### src/rtl/rr_arbiter_pkg.sv
// Shared types and sizing helpers for the round-robin arbiter.
package rr_arbiter_pkg;

   typedef enum logic {
      IDLE    = 1'b0,
      GRANTED = 1'b1
   } state_t;

   localparam int DEF_N        = 8;
   localparam int DEF_MAX_HOLD = 16;

   // Index width for a count of n items, never narrower than one bit.
   function automatic int idx_w(input int n);
      return (n > 2) ? $clog2(n) : 1;
   endfunction

endpackage

### src/rtl/prio_arbiter.sv
// Combinational fixed-priority select: lowest set index wins, one-hot result.
module prio_arbiter #(
   parameter int W = 8
) (
   input  logic [W-1:0] c,
   output logic [W-1:0] onehot
);

   // Two's-complement trick isolates the lowest set bit.
   assign onehot = c & (~c + W'(1));

endmodule

### src/rtl/rr_arbiter.sv
// Round-robin arbiter with registered one-hot grant held until the holder releases.
// Optional tenure limit enabled by defining RR_ARBITER_HOLD_LIMIT_EN.
module rr_arbiter
   import rr_arbiter_pkg::*;
#(
   parameter int N        = DEF_N,
   parameter int MAX_HOLD = DEF_MAX_HOLD
) (
   input  logic                 clk,
   input  logic                 rst_n,
   input  logic [N-1:0]         req,
   output logic [N-1:0]         gnt,
   output logic                 gnt_valid,
   output logic [idx_w(N)-1:0]  gnt_id
);

   localparam int IW = idx_w(N);

   state_t          state, state_nx;
   logic [IW-1:0]   ptr, ptr_nx;
   logic [N-1:0]    gnt_nx;
   logic [IW-1:0]   id_nx;

   logic [N-1:0]    cand, mask, pick_m, pick_u, win;
   logic [IW-1:0]   win_id;
   logic            holder_req, revoke, load;

   // In IDLE gnt is zero, so this is plain req; in GRANTED the holder is excluded.
   assign cand       = req & ~gnt;
   assign holder_req = |(req & gnt);

   always_comb begin
      mask = '0;
      for (int i = 0; i < N; i++) begin
         mask[i] = (i >= int'(ptr));
      end
   end

   prio_arbiter #(.W(N)) u_pick_masked (
      .c      (cand & mask),
      .onehot (pick_m)
   );

   prio_arbiter #(.W(N)) u_pick_all (
      .c      (cand),
      .onehot (pick_u)
   );

   assign win = (|pick_m) ? pick_m : pick_u;

   always_comb begin
      win_id = '0;
      for (int i = 0; i < N; i++) begin
         if (win[i]) begin
            win_id = IW'(i);
         end
      end
   end

`ifdef RR_ARBITER_HOLD_LIMIT_EN
   localparam int               CW  = idx_w(MAX_HOLD);
   localparam logic [CW-1:0]    LIM = CW'(MAX_HOLD - 1);

   logic [CW-1:0] cnt, cnt_nx;

   assign revoke = (state == GRANTED) && (cnt == LIM) && (|cand);

   // Counter restarts on every new grant and saturates at the limit.
   always_comb begin
      cnt_nx = cnt;
      if (load || state_nx == IDLE) begin
         cnt_nx = '0;
      end else if (state == GRANTED && cnt != LIM) begin
         cnt_nx = cnt + 1'b1;
      end
   end

   always_ff @(posedge clk or negedge rst_n) begin
      if (!rst_n) begin
         cnt <= '0;
      end else begin
         cnt <= cnt_nx;
      end
   end
`else
   assign revoke = 1'b0;
`endif

   always_comb begin
      state_nx = state;
      gnt_nx   = gnt;
      id_nx    = gnt_id;
      ptr_nx   = ptr;
      load     = 1'b0;
      case (state)
         IDLE: begin
            if (|req) begin
               load = 1'b1;
            end
         end
         GRANTED: begin
            if (!holder_req || revoke) begin
               if (|cand) begin
                  load = 1'b1;
               end else begin
                  state_nx = IDLE;
                  gnt_nx   = '0;
                  id_nx    = '0;
               end
            end
         end
         default: begin
            state_nx = IDLE;
            gnt_nx   = '0;
            id_nx    = '0;
         end
      endcase
      if (load) begin
         state_nx = GRANTED;
         gnt_nx   = win;
         id_nx    = win_id;
         ptr_nx   = (int'(win_id) == N - 1) ? '0 : win_id + 1'b1;
      end
   end

   always_ff @(posedge clk or negedge rst_n) begin
      if (!rst_n) begin
         state     <= IDLE;
         ptr       <= '0;
         gnt       <= '0;
         gnt_valid <= 1'b0;
         gnt_id    <= '0;
      end else begin
         state     <= state_nx;
         ptr       <= ptr_nx;
         gnt       <= gnt_nx;
         gnt_valid <= |gnt_nx;
         gnt_id    <= id_nx;
      end
   end

endmodule

### config.mk
export PLATFORM = sky130hd
export DESIGN_NAME = rr_arbiter
export DESIGN_NICKNAME = d
export VERILOG_FILES = /design/src/rtl/rr_arbiter_pkg.sv /design/src/rtl/prio_arbiter.sv /design/src/rtl/rr_arbiter.sv
export SDC_FILE = /design/constraint.sdc
export NUM_CORES = 1
export LEC_CHECK = 0
export ABC_CLOCK_PERIOD_IN_PS = 10950
export CAP_MARGIN = 20
export CORE_MARGIN = 5
export CORE_UTILIZATION = 30
export CTS_BUF_LIST = sky130_fd_sc_hd__clkbuf_2
export CTS_CLUSTER_DIAMETER = 80
export DETAILED_ROUTE_END_ITERATION = 7
export PLACE_DENSITY_LB_ADDON = 0.12
export REMOVE_ABC_BUFFERS = 1
export SYNTH_ARGS = -nofsm -noshare
export SYNTH_HDL_FRONTEND = slang
export SYNTH_HIERARCHICAL = 1
export SYNTH_SLANG_ARGS = --single-unit
export TNS_END_PERCENT = 1
### constraint.sdc
create_clock -name clk -period 10.95 [get_ports clk]
set_input_delay 2.19 -clock clk [delete_from_list [all_inputs] [get_ports clk]]
set_output_delay 2.19 -clock clk [all_outputs]
set_load 0.02 [all_outputs]
==> run summary, run 1 <==
* complete, no violations — status
* clkdlybuf4s50_1 — Crit-path slowest cell
* 7.19 ns — worst setup slack for register-to-register paths
* in -> reg — type of the setup path with the least slack
* 0.50 ns — stage delay of the slowest cell on the critical path
* ptr[2] — capture point of the worst reg-to-reg path
* reg -> reg — worst min-delay path category
* req[0] — Setup crit start
* 16 — total number of clock tree sinks
* 22 — Boundary Pins
* 3710 um — Total Wirelength
* input port — type of element launching the critical path
* 45 — Netlist cell types
* 0 — diodes inserted
* 12.6% — all-layer global routing usage
* 140 — synthesized instance count
* 1 — maximum level of the CTS H-tree
* clkdlybuf4s50_1 > nor2b_1 > nor4b_1 > buf_4 > nor4_2 > and2_2 > nor4_4 > and2_1 > o21ai_0 > a31oi_1 > inv_1 > ha_1 > ha_1 > mux2_2 — chain of cells forming the critical path
* 16 x dfrtp_1, 11 x nor2_1, 10 x nand2_1 — most numerous cell types in the synthesized netlist
* 11.15 ns — Req. time, crit path
* 0 — Post-route DRC
* 175 MHz — maximum achievable frequency
* 0 — Max-cap violations
* 0 — hold bufs inserted after CTS
* 175 — number of nets in the final layout
* 2980 um — dpl hpwl
* 14 — number of logic stages on the critical path including buffering
* 4 — First-pass DRT Iterations
* dfrtp_1 — library cell with the highest instance count after synthesis
* 3 — Buf+Inv Stages, Crit Path
* 30.7% — starting density of the core
* clkbuf_2 — CTS Root Buffer Type
* 1232 — vias post-DR
* 6140 um — wire length of the first global-routing pass
* 27.3% — Slew Limit Headroom
* 0 — Slew Limit Fails
* 1267 — vias in the first global route
* 0.523 ns — smallest hold slack
* 0 — total of cells resized after clock tree synthesis
* dfrtp_1 30%, o31ai_2 3.8%, a22o_1 3.3% — Area contributors post-synth
* 24.0% — Flop pwr share
* false — RSZ-0062 raised after global routing
* done — CTS tree
* 24 — number of placement rows
* 6 — count of yosys warnings during synthesis
* 0 — final hold violations
* 76.5 um — Vert. Die Dim
* 0.15 ns — clock transition at the registers of the reported paths
* 9.48 um^2 — mean post-synth cell area
* 0 — setup-violating endpoint count in the final report
* 0 ns — TNS Setup
* 0.00537 ns — worst clock skew
* dfrtp_1 — leading area contributor after synthesis
* 0.000623 uW — LEAKAGE
* 0 — setup bufs post-CTS
* 70.3% — share of total power in combinational logic
* 30.2% — register area share after synthesis
* 17.4 um — WL per Instance
* 100% — post-synthesis async set-or-reset flop share
* flip-flop — Crit. End Element
* 5.7% — power share of the clock group
* 232 uW — switching power
* ha_1 — most frequent CP cell
* 0 — number of flops mapped to enable cells by yosys
* 5.76 — number of vias per cell after detailed routing
* 76.5 um — Die W
* 0.00586 mm^2 — die footprint
* 1.08 ns — Worst Tran Pin Value
* ptr[2] — end point of the critical path
* 3 — CTS Buf Count
* 5.71 ns — minimum clock period
* 5.91 ns — arrival time worst endpoint
* 0.00432 mm^2 — Core Box Area
* 0.00133 mm^2 — cell area after synthesis
* 8 — maximum net fanout on the critical path
* dfrtp_1 — dominant synthesized flop cell
* 48.1% — Switching Fraction
* 92 — count of routing violations after the opening detailed-route iteration
* 483 uW — overall power
* 20.4% — ratio of cells with drive above 1 in the final layout
* 21 — count of input and output buffers
* simple AND/OR/NAND/NOR gates — kind of cell with the highest combined delay on the critical path
* 13 — depth of the most critical reg-to-reg path
* 0.000178 V — maximum resistive drop on vdd
* 30.2% — Synth top area share
* 19.3% — area grow syn2layout
* 305 mW/mm^2 — Power per Cell Area
* 0 — number of nets with antenna violations after detailed routing
* 21 — maximum number of pins on one net before global-route repair
* 0 — antenna violations before repair
* 0.991 — routability-driven placement congestion ratio
* 250 uW — Cell Int Power
* 0 — global-route congestion overflow total
* 52.1% — ratio of final minimum period to clock period
* 2 — buffers from clock root to sink, at most
* gnt[0] — FF-to-FF Start
* 16 — number of flip-flops and latches in the synthesized netlist
* 0.30 ns — later-pin clock latency in the skew report
[through the flow]
stage / utilization, % / cell area [um^2] / setup slack (ns) / instances
final: 36.6 / 1580 / 5.24 / 214
after global routing: 36.6 / 1580 / 4.97 / 214
after CTS: 36.6 / 1580 / 5.29 / 214
after detailed placement: 36.2 / 1570 / 4.97 / 210
after global placement: 36.2 / 1570 / 4.96 / 210
after floorplan: - / 1270 / 5.20 / 135
[worst min-delay path: cells and delay by family, from the launching register on]
family           cells  cell delay (ns)
flip-flops           1             0.38
AND/OR/NAND/NOR      1             0.05
AO/OA/AOI/OAI        1             0.07
[routing by layer]
layer / up-vias / track usage (%) / wire, um
met4: 0 / 4.02 / 77
li1: 588 / - / -
met5: - / 0 / 0
met1: 590 / 15.0 / 1630
met2: 43 / 21.6 / 1800
met3: 11 / 3.55 / 207
[cell usage in the layout (no fill, tap or decap), drive strengths merged, types with 2 or more instances in the layout]
cell	instances
a21oi	3
a22o	7
a31o	2
a31oi	3
and2	5
and2b	4
and3	2
and3b	2
and4b	4
buf	2
clkbuf	3
clkdlybuf4s50	21
dfrtp	16
ha	2
inv	3
mux2	2
nand2	10
nand3	3
nor2	12
nor2b	6
nor3	4
nor3b	2
nor4	9
nor4b	4
o211ai	4
o21ai	9
o31ai	6
o41ai	3
or2	2
[cell type report]
| type | count | area [um^2] |
|---|---|---|
| fillers | 462 | 2740 |
| inverters | 3 | 11.3 |
| flip-flops and latches | 16 | 400 |
| multi-input cells | 116 | 863 |
| clock inverters | 1 | 3.75 |
| clock buffers | 3 | 15.0 |
| repair buffers | 23 | 225 |
| well taps | 52 | 65.1 |
[sequential cells by signal (all words and copies together), names as in the netlist]
signal / flops
gnt: 8
gnt_id: 3
gnt_valid: 1
ptr: 3
state: 1
[worst min path at each step]
stage | from | end | cells past startpoint
global placement | gnt_id[1] | gnt_id[1] | 1
CTS | gnt_id[0] | gnt_id[0] | 2
detailed placement | gnt_id[1] | gnt_id[1] | 1
floorplan | ptr[0] | ptr[0] | 1
finish | gnt_id[0] | gnt_id[0] | 2
global route | gnt_id[1] | gnt_id[1] | 1
[cell families after synthesis]
family,count (synthesis),synth area share (%)
compound gates,41,24.2
fa+ha+maj,2,1.88
buf+inv,8,4.81
flops,16,30.2
mux,2,1.70
simple gates,71,37.2
[power by group through the flow]
stage               Sequential, uW  Combinational, uW  Clock [uW]
floorplan                      128                223           0
global placement               119                340           0
detailed placement             118                339           0
CTS                            117                341        28.6
global route                   120                370        31.4
finish                         116                339        27.6
Note: power is estimated with default switching activity, not from simulation.
==> inputs of run 2 (changes only) <==
--- a/config.mk
+++ b/config.mk
@@ -5,7 +5,7 @@
 export SDC_FILE = /design/constraint.sdc
 export NUM_CORES = 1
 export LEC_CHECK = 0
-export ABC_CLOCK_PERIOD_IN_PS = 10950
+export ABC_CLOCK_PERIOD_IN_PS = 5400
 export CAP_MARGIN = 20
 export CORE_MARGIN = 5
 export CORE_UTILIZATION = 30
==> constraint.sdc (replaced) <==
create_clock -name clk -period 5.4 [get_ports clk]
set_input_delay 1.08 -clock clk [delete_from_list [all_inputs] [get_ports clk]]
set_output_delay 1.08 -clock clk [all_outputs]
set_load 0.02 [all_outputs]
==> run 2 against run 1 <==
Cell count rose by 0.93%; first-iteration DRC count fell by 7.6%; combinational power rose by 100%; register-to-register slack got worse by 5.4 ns; sequential power rose by 100%; sequential share of layout area fell by 0.24 points; clock skew rose by 0.0018 ns; cell area rose by 0.95%; via count did not move; global-route usage rose by 0.56 points; core utilization rose by 0.35 points; critical endpoint unchanged; largest power group unchanged.
==> run summary, run 2 (synthesis gave the netlist of run 1 again) <==
* 0.749 ns — Worst Tran Pin Value, -0.327 ns
* 0.30 ns — later-pin clock latency in the skew report, about the same
* simple AND/OR/NAND/NOR gates — kind of cell with the highest combined delay on the critical path
* 400 um^2 — register area, unchanged
* 0.00716 ns — worst clock skew, +0.00178 ns
* clkdlybuf4s50_1 > nor2b_1 > nand2_1 > nor2_1 > nor3b_1 > nor4_4 > a41oi_1 > o31ai_1 > a31oi_1 > inv_1 > ha_1 > ha_1 > mux2_2 — chain of cells forming the critical path
* 1231 — vias in the first global route, -2.8%
* 615 mW/mm^2 — Power per Cell Area, +100%
* 4 — First-pass DRT Iterations, unchanged
* clkdlybuf4s50_1 — most common cell after layout, fill and taps aside
* 451 — fill cell instance count of the final layout, -2.4%
* gnt: 8 flops, gnt_id: 3 flops, ptr: 3 flops — top flop regs
* 21 — count of input and output buffers, unchanged
* 76.5 um — Die W, unchanged
* 225 MHz — maximum achievable frequency
* 21 — maximum number of pins on one net before global-route repair, unchanged
* complete, no violations — status
* 0.00158 mm^2 — cell area after placement, +0.96%
* 863 um^2 — footprint of the multi-input gates, unchanged
* 0 — number of nets with antenna violations after detailed routing, unchanged
* 3670 um — Total Wirelength, -1.1%
* 85 — count of routing violations after the opening detailed-route iteration, -7.6%
* 0.63 ns — stage delay of the slowest cell on the critical path, +0.13 ns
* 0.00160 mm^2 — final std cell area, no fill, +0.95%
* 2 — buffers from clock root to sink, at most, unchanged
* 0 — hold bufs inserted after CTS, unchanged
* 0 — final hold violations, unchanged
* 76.5 um — Vert. Die Dim, unchanged
* 37.0% — final cell utilization of the core, +0.35 points
* 30.7% — starting density of the core, unchanged
* 0.901 — routability-driven placement congestion ratio, -9.1%
* 4.65 ns — arrival time worst endpoint, -1.26 ns
* 13.1% — all-layer global routing usage, +0.56 points
* 17.0 um — WL per Instance, -2.0%
* in -> reg — type of the setup path with the least slack
* gnt[2] — FF-to-FF Start
* gnt_id[0] — Worst Hold Launch
* 0.00432 mm^2 — Core Box Area, unchanged
* nor3b_1 — Crit-path slowest cell
* 5.70 — number of vias per cell after detailed routing, -0.93%
* 5.61 ns — Req. time, crit path, -5.54 ns
* 2920 um — dpl hpwl, -1.8%
* 0 — Post-route DRC, unchanged
* ptr[2] — capture point of the worst reg-to-reg path
* 0.000633 uW — LEAKAGE, +1.6%
* 0.000267 V — maximum resistive drop on vdd, +50%
* 0 ns — TNS Setup, unchanged
* 0 — total of cells resized after clock tree synthesis, unchanged
* 2 — Buf+Inv Stages, Crit Path, -1
* 4.44 ns — minimum clock period
* 0.00586 mm^2 — die footprint, unchanged
* 16 — total number of clock tree sinks, unchanged
* done — CTS tree
* gnt_id[0] — destination of the worst hold path
* 177 — number of nets in the final layout, +1.1%
* 49.9% — Slew Limit Headroom, +23 points
* 212 — count of placed standard cells including taps, +0.95%
* 21.3% — ratio of cells with drive above 1 in the final layout, +0.97 points
* 82.2% — ratio of final minimum period to clock period
* 0 — setup bufs post-CTS, unchanged
* 1 — maximum level of the CTS H-tree, unchanged
* input port — type of element launching the critical path
* 8 — number of flip-flops in the largest register, unchanged
* 0 — diodes inserted, unchanged
* req[2] — Setup crit start
* false — RSZ-0062 raised after global routing
* flip-flop — Crit. End Element
* 20.5% — area grow syn2layout
* 0 — Slew Limit Fails, unchanged
* clkbuf_2 — CTS Root Buffer Type
* 12 — depth of the most critical reg-to-reg path, -1
* 0 — global-route congestion overflow total, unchanged
* 1.79 ns — worst setup slack for register-to-register paths, -5.40 ns
* 1232 — vias post-DR, unchanged
* gnt — largest register by flop count
* 2 — Hold Path Depth, unchanged
* 3 — CTS Buf Count, unchanged
* 0 — Max-cap violations, unchanged
* 0 — setup-violating endpoint count in the final report, unchanged
* 24 — number of placement rows, unchanged
* 5 — maximum net fanout on the critical path, -3
* 0.17 ns — clock transition at the registers of the reported paths, +0.02 ns
* 21 x clkdlybuf4s50_1, 16 x dfrtp_1, 11 x nor2_1 — commonest cells after routing, fill and taps aside
* 6360 um — wire length of the first global-routing pass, +3.6%
* 216 — non-filler cells in the finished layout, +0.93%
* 0 — antenna violations before repair, unchanged
* 22 — Boundary Pins, unchanged
* reg -> reg — worst min-delay path category
* ha_1 — most frequent CP cell
run 2: cell type report:
cell class	instances	area share, %
inverter	3	0.704
timing repair buffer	25	15.0
sequential	16	25.0
clock buffer	3	0.939
clock inverter	1	0.235
tap	52	4.07
multi-input combinational	116	54.0
run 2: worst min-delay path, cell delays in order (launching register included):
cell and delay [ns]:
dfrtp_1 0.38, nand2_1 0.05, o21ai_0 0.07
run 2: layer usage:
layer / track usage, % / part of all wire [%] / wire length, um
met4: 2.27 / 0.90 / 33
met3: 3.55 / 4.5 / 165
met1: 17.0 / 46 / 1670
met5: 0 / 0 / 0
met2: 21.9 / 49 / 1800
run 2: worst max path at each step:
stage | endpoint | cells past startpoint | slack, ns
6_report | ptr[2] | 13 | 0.96
5_1_grt | ptr[0] | 16 | 0.64
4_1_cts | ptr[2] | 13 | 1.00
3_5_place_dp | ptr[2] | 13 | 0.68
3_3_place_gp | ptr[2] | 13 | 0.62
2_1_floorplan | ptr[2] | 12 | 0.76
run 2: where the power goes:
part / switching, uW / internal, uW
Clock: 41.4 / 16.1
Combinational: 367 / 324
Sequential: 61.7 / 172
run 2: through the flow:
step	total power (uW)	worst slack (ns)	hold WS (ns)
floorplan	711	0.757	0.535
global placement	934	0.621	0.491
detailed placement	930	0.685	0.491
CTS	991	1.00	0.532
global route	1080	0.643	0.553
finish	983	0.964	0.525
==> inputs of run 3 (changes only) <==
--- a/config.mk
+++ b/config.mk
@@ -5,7 +5,7 @@
 export SDC_FILE = /design/constraint.sdc
 export NUM_CORES = 1
 export LEC_CHECK = 0
-export ABC_CLOCK_PERIOD_IN_PS = 5400
+export ABC_CLOCK_PERIOD_IN_PS = 4500
 export CAP_MARGIN = 20
 export CORE_MARGIN = 5
 export CORE_UTILIZATION = 30
==> constraint.sdc (replaced) <==
create_clock -name clk -period 4.5 [get_ports clk]
set_input_delay 0.9 -clock clk [delete_from_list [all_inputs] [get_ports clk]]
set_output_delay 0.9 -clock clk [all_outputs]
set_load 0.02 [all_outputs]
==> run 3 against run 2 <==
Non-clock buffer count up 7; clock power up 13%; total power up 24%; global-route usage up 0.56 points; sequential share of layout area shrank 0.80 points; via count about the same; core utilization up 1.2 points; combinational power up 25%; first-iteration DRC count decreased by 24%; largest power group unchanged.
==> run summary, run 3 (synthesis gave the netlist of run 1 again) <==
* 184 — number of nets in the final layout, +4.0%
* reg -> reg — worst min-delay path category
* 0 — hold bufs inserted after CTS, unchanged
* 3 — CTS Buf Count, unchanged
* 30.7% — starting density of the core, unchanged
* gnt_id[0] — Worst Hold Launch
* 0.29 ns — later-pin clock latency in the skew report, about the same
* complete, no violations — status
* input port — type of element launching the critical path
* gnt[0] — FF-to-FF Start
* 3760 um — Total Wirelength, +2.3%
* in -> reg — type of the setup path with the least slack
* 0.00419 ns — worst clock skew, -0.00297 ns
* req[0] — Setup crit start
* 38.2% — final cell utilization of the core, +1.2 points
* clkdlybuf4s50_1 — most common cell after layout, fill and taps aside
* 735 mW/mm^2 — Power per Cell Area, +20%
* 648 uW — Cell Int Power, +26%
* 2 — buffers from clock root to sink, at most, unchanged
* 46.7% — Switching Fraction, -1.2 points
* 567 uW — switching power, +21%
* 24.4% — area grow syn2layout
* 249 MHz — maximum achievable frequency
* 76.5 um — Die W, unchanged
* 8 — number of flip-flops in the largest register, unchanged
* flip-flop — Crit. End Element
* clkdlybuf4s50_1 > nor2b_1 > nor4b_1 > buf_4 > and2b_2 > nor4_4 > and2_1 > o21ai_0 > a31oi_1 > inv_1 > ha_1 > ha_1 > mux2_2 — chain of cells forming the critical path
* 0 — final hold violations, unchanged
* 0.51 ns — stage delay of the slowest cell on the critical path, -0.12 ns
* gnt — largest register by flop count
* 21 x clkdlybuf4s50_1, 16 x dfrtp_1, 11 x nor2_1, 11 x buf_4, 10 x nand2_1 — commonest cells after routing, fill and taps aside
* clkbuf_2 — CTS Root Buffer Type
* 0 — setup bufs post-CTS, unchanged
* 0 — number of nets with antenna violations after detailed routing, unchanged
* 0 — global-route congestion overflow total, unchanged
* 0.16 ns — clock transition at the registers of the reported paths, about the same
* 65 — count of routing violations after the opening detailed-route iteration, -24%
* 0.860 — routability-driven placement congestion ratio, -4.6%
* 52.2% — Slew Limit Headroom, +2.3 points
* 0.00586 mm^2 — die footprint, unchanged
* 7 — maximum net fanout on the critical path, +2
* 89.4% — ratio of final minimum period to clock period
* 22 — Boundary Pins, unchanged
* done — CTS tree
* 1 — maximum level of the CTS H-tree, unchanged
* 0.520 ns — smallest hold slack, -0.00514 ns
* clkdlybuf4s50_1 — Crit-path slowest cell
* 5.4% — power share of the clock group, -0.4 points
* 1233 — vias post-DR, +0.081%
* 4.69 ns — Req. time, crit path, -0.92 ns
* 24.6% — ratio of cells with drive above 1 in the final layout, +3.2 points
* 0.00432 mm^2 — Core Box Area, unchanged
* 5.53 — number of vias per cell after detailed routing, -3.1%
* 4 — First-pass DRT Iterations, unchanged
* 0 ns — TNS Setup, unchanged
* 0 — antenna violations before repair, unchanged
* gnt: 8 flops, gnt_id: 3 flops, ptr: 3 flops — top flop regs
* false — RSZ-0062 raised after global routing
* 4.02 ns — minimum clock period
* ha_1 — most frequent CP cell
* 16 — total number of clock tree sinks, unchanged
* 0 — diodes inserted, unchanged
* 4.21 ns — arrival time worst endpoint, -0.44 ns
* 0 — Slew Limit Fails, unchanged
* 13.7% — all-layer global routing usage, +0.56 points
* 0 — Max-cap violations, unchanged
* 21 — count of input and output buffers, unchanged
* 23.3% — Flop pwr share, -0.5 points
* 0 — Post-route DRC, unchanged
* 0 — setup-violating endpoint count in the final report, unchanged
* 471 — fill cell instance count of the final layout, +4.4%
* 0.000231 V — maximum resistive drop on vdd, -14%
* 0.714 ns — Worst Tran Pin Value, -0.0347 ns
* 1293 — vias in the first global route, +5.0%
* 24 — number of placement rows, unchanged
* 76.5 um — Vert. Die Dim, unchanged
* 6710 um — wire length of the first global-routing pass, +5.4%
* 71.3% — share of total power in combinational logic, +1.0 points
* 0.000667 uW — LEAKAGE, +5.3%
* 16.8 um — WL per Instance, -0.95%
* 0 — total of cells resized after clock tree synthesis, unchanged
* 21 — maximum number of pins on one net before global-route repair, unchanged
* 3050 um — dpl hpwl, +4.2%
[run 3: cell count changes in the layout (fill, tap and decap cells not counted), sizes merged]
cell,previous run,this run
buf,4,11
[run 3: final cells by class]
class                           count  area, um^2  area share [%]
Clock buffer                        3        15.0           0.909
Clock inverter                      1        3.75           0.227
Inverter                            3        11.3           0.682
Multi-Input combinational cell    116         863            52.3
Sequential cell                    16         400            24.2
Tap cell                           52        65.1            3.94
Timing Repair Buffer               32         293            17.7
[run 3: final timing paths]
| path | endpoint | slack (ns) | cells after the start |
|---|---|---|---|
| setup reg to reg | ptr[2] | 1.14 | 12 |
| min in group asynchronous | state | 1.01 | 1 |
| hold / removal | gnt_id[0] | 0.52 | 2 |
| max in group asynchronous | ptr[1] | 3.04 | 1 |
| setup / recovery | ptr[2] | 0.48 | 13 |
| hold reg to reg | gnt_id[0] | 0.52 | 2 |
[run 3: power groups by stage]
stage	Clock, uW	Sequential [uW]	Combinational (uW)
finish	65.0	284	866
global route	75.1	293	968
CTS	65.7	285	875
detailed placement	0	287	873
global placement	0	288	871
floorplan	0	312	541
[run 3: worst max-delay path, delay by kind of cell]
family          cells  cell delay, ns
compound gates      2            0.34
fa+ha+maj           2            0.44
buf+inv             3            0.83
mux                 1            0.25
simple gates        5            1.47
[run 3: metrics by stage]
step | instances | setup slack [ns] | power (uW) | cell area [um^2]
final | 223 | 0.478 | 1210 | 1650
after global routing | 223 | 0.202 | 1340 | 1650
after CTS | 223 | 0.482 | 1230 | 1650
after detailed placement | 219 | 0.180 | 1160 | 1630
after global placement | 219 | 0.155 | 1160 | 1630
after floorplan | 135 | 0.0373 | 853 | 1270
[run 3: routing by layer]
metal	share of wire (%)	GRT usage [%]
met4	0	1.57
met1	48	19.1
met2	47	21.5
met3	5.2	3.90
met5	0	0
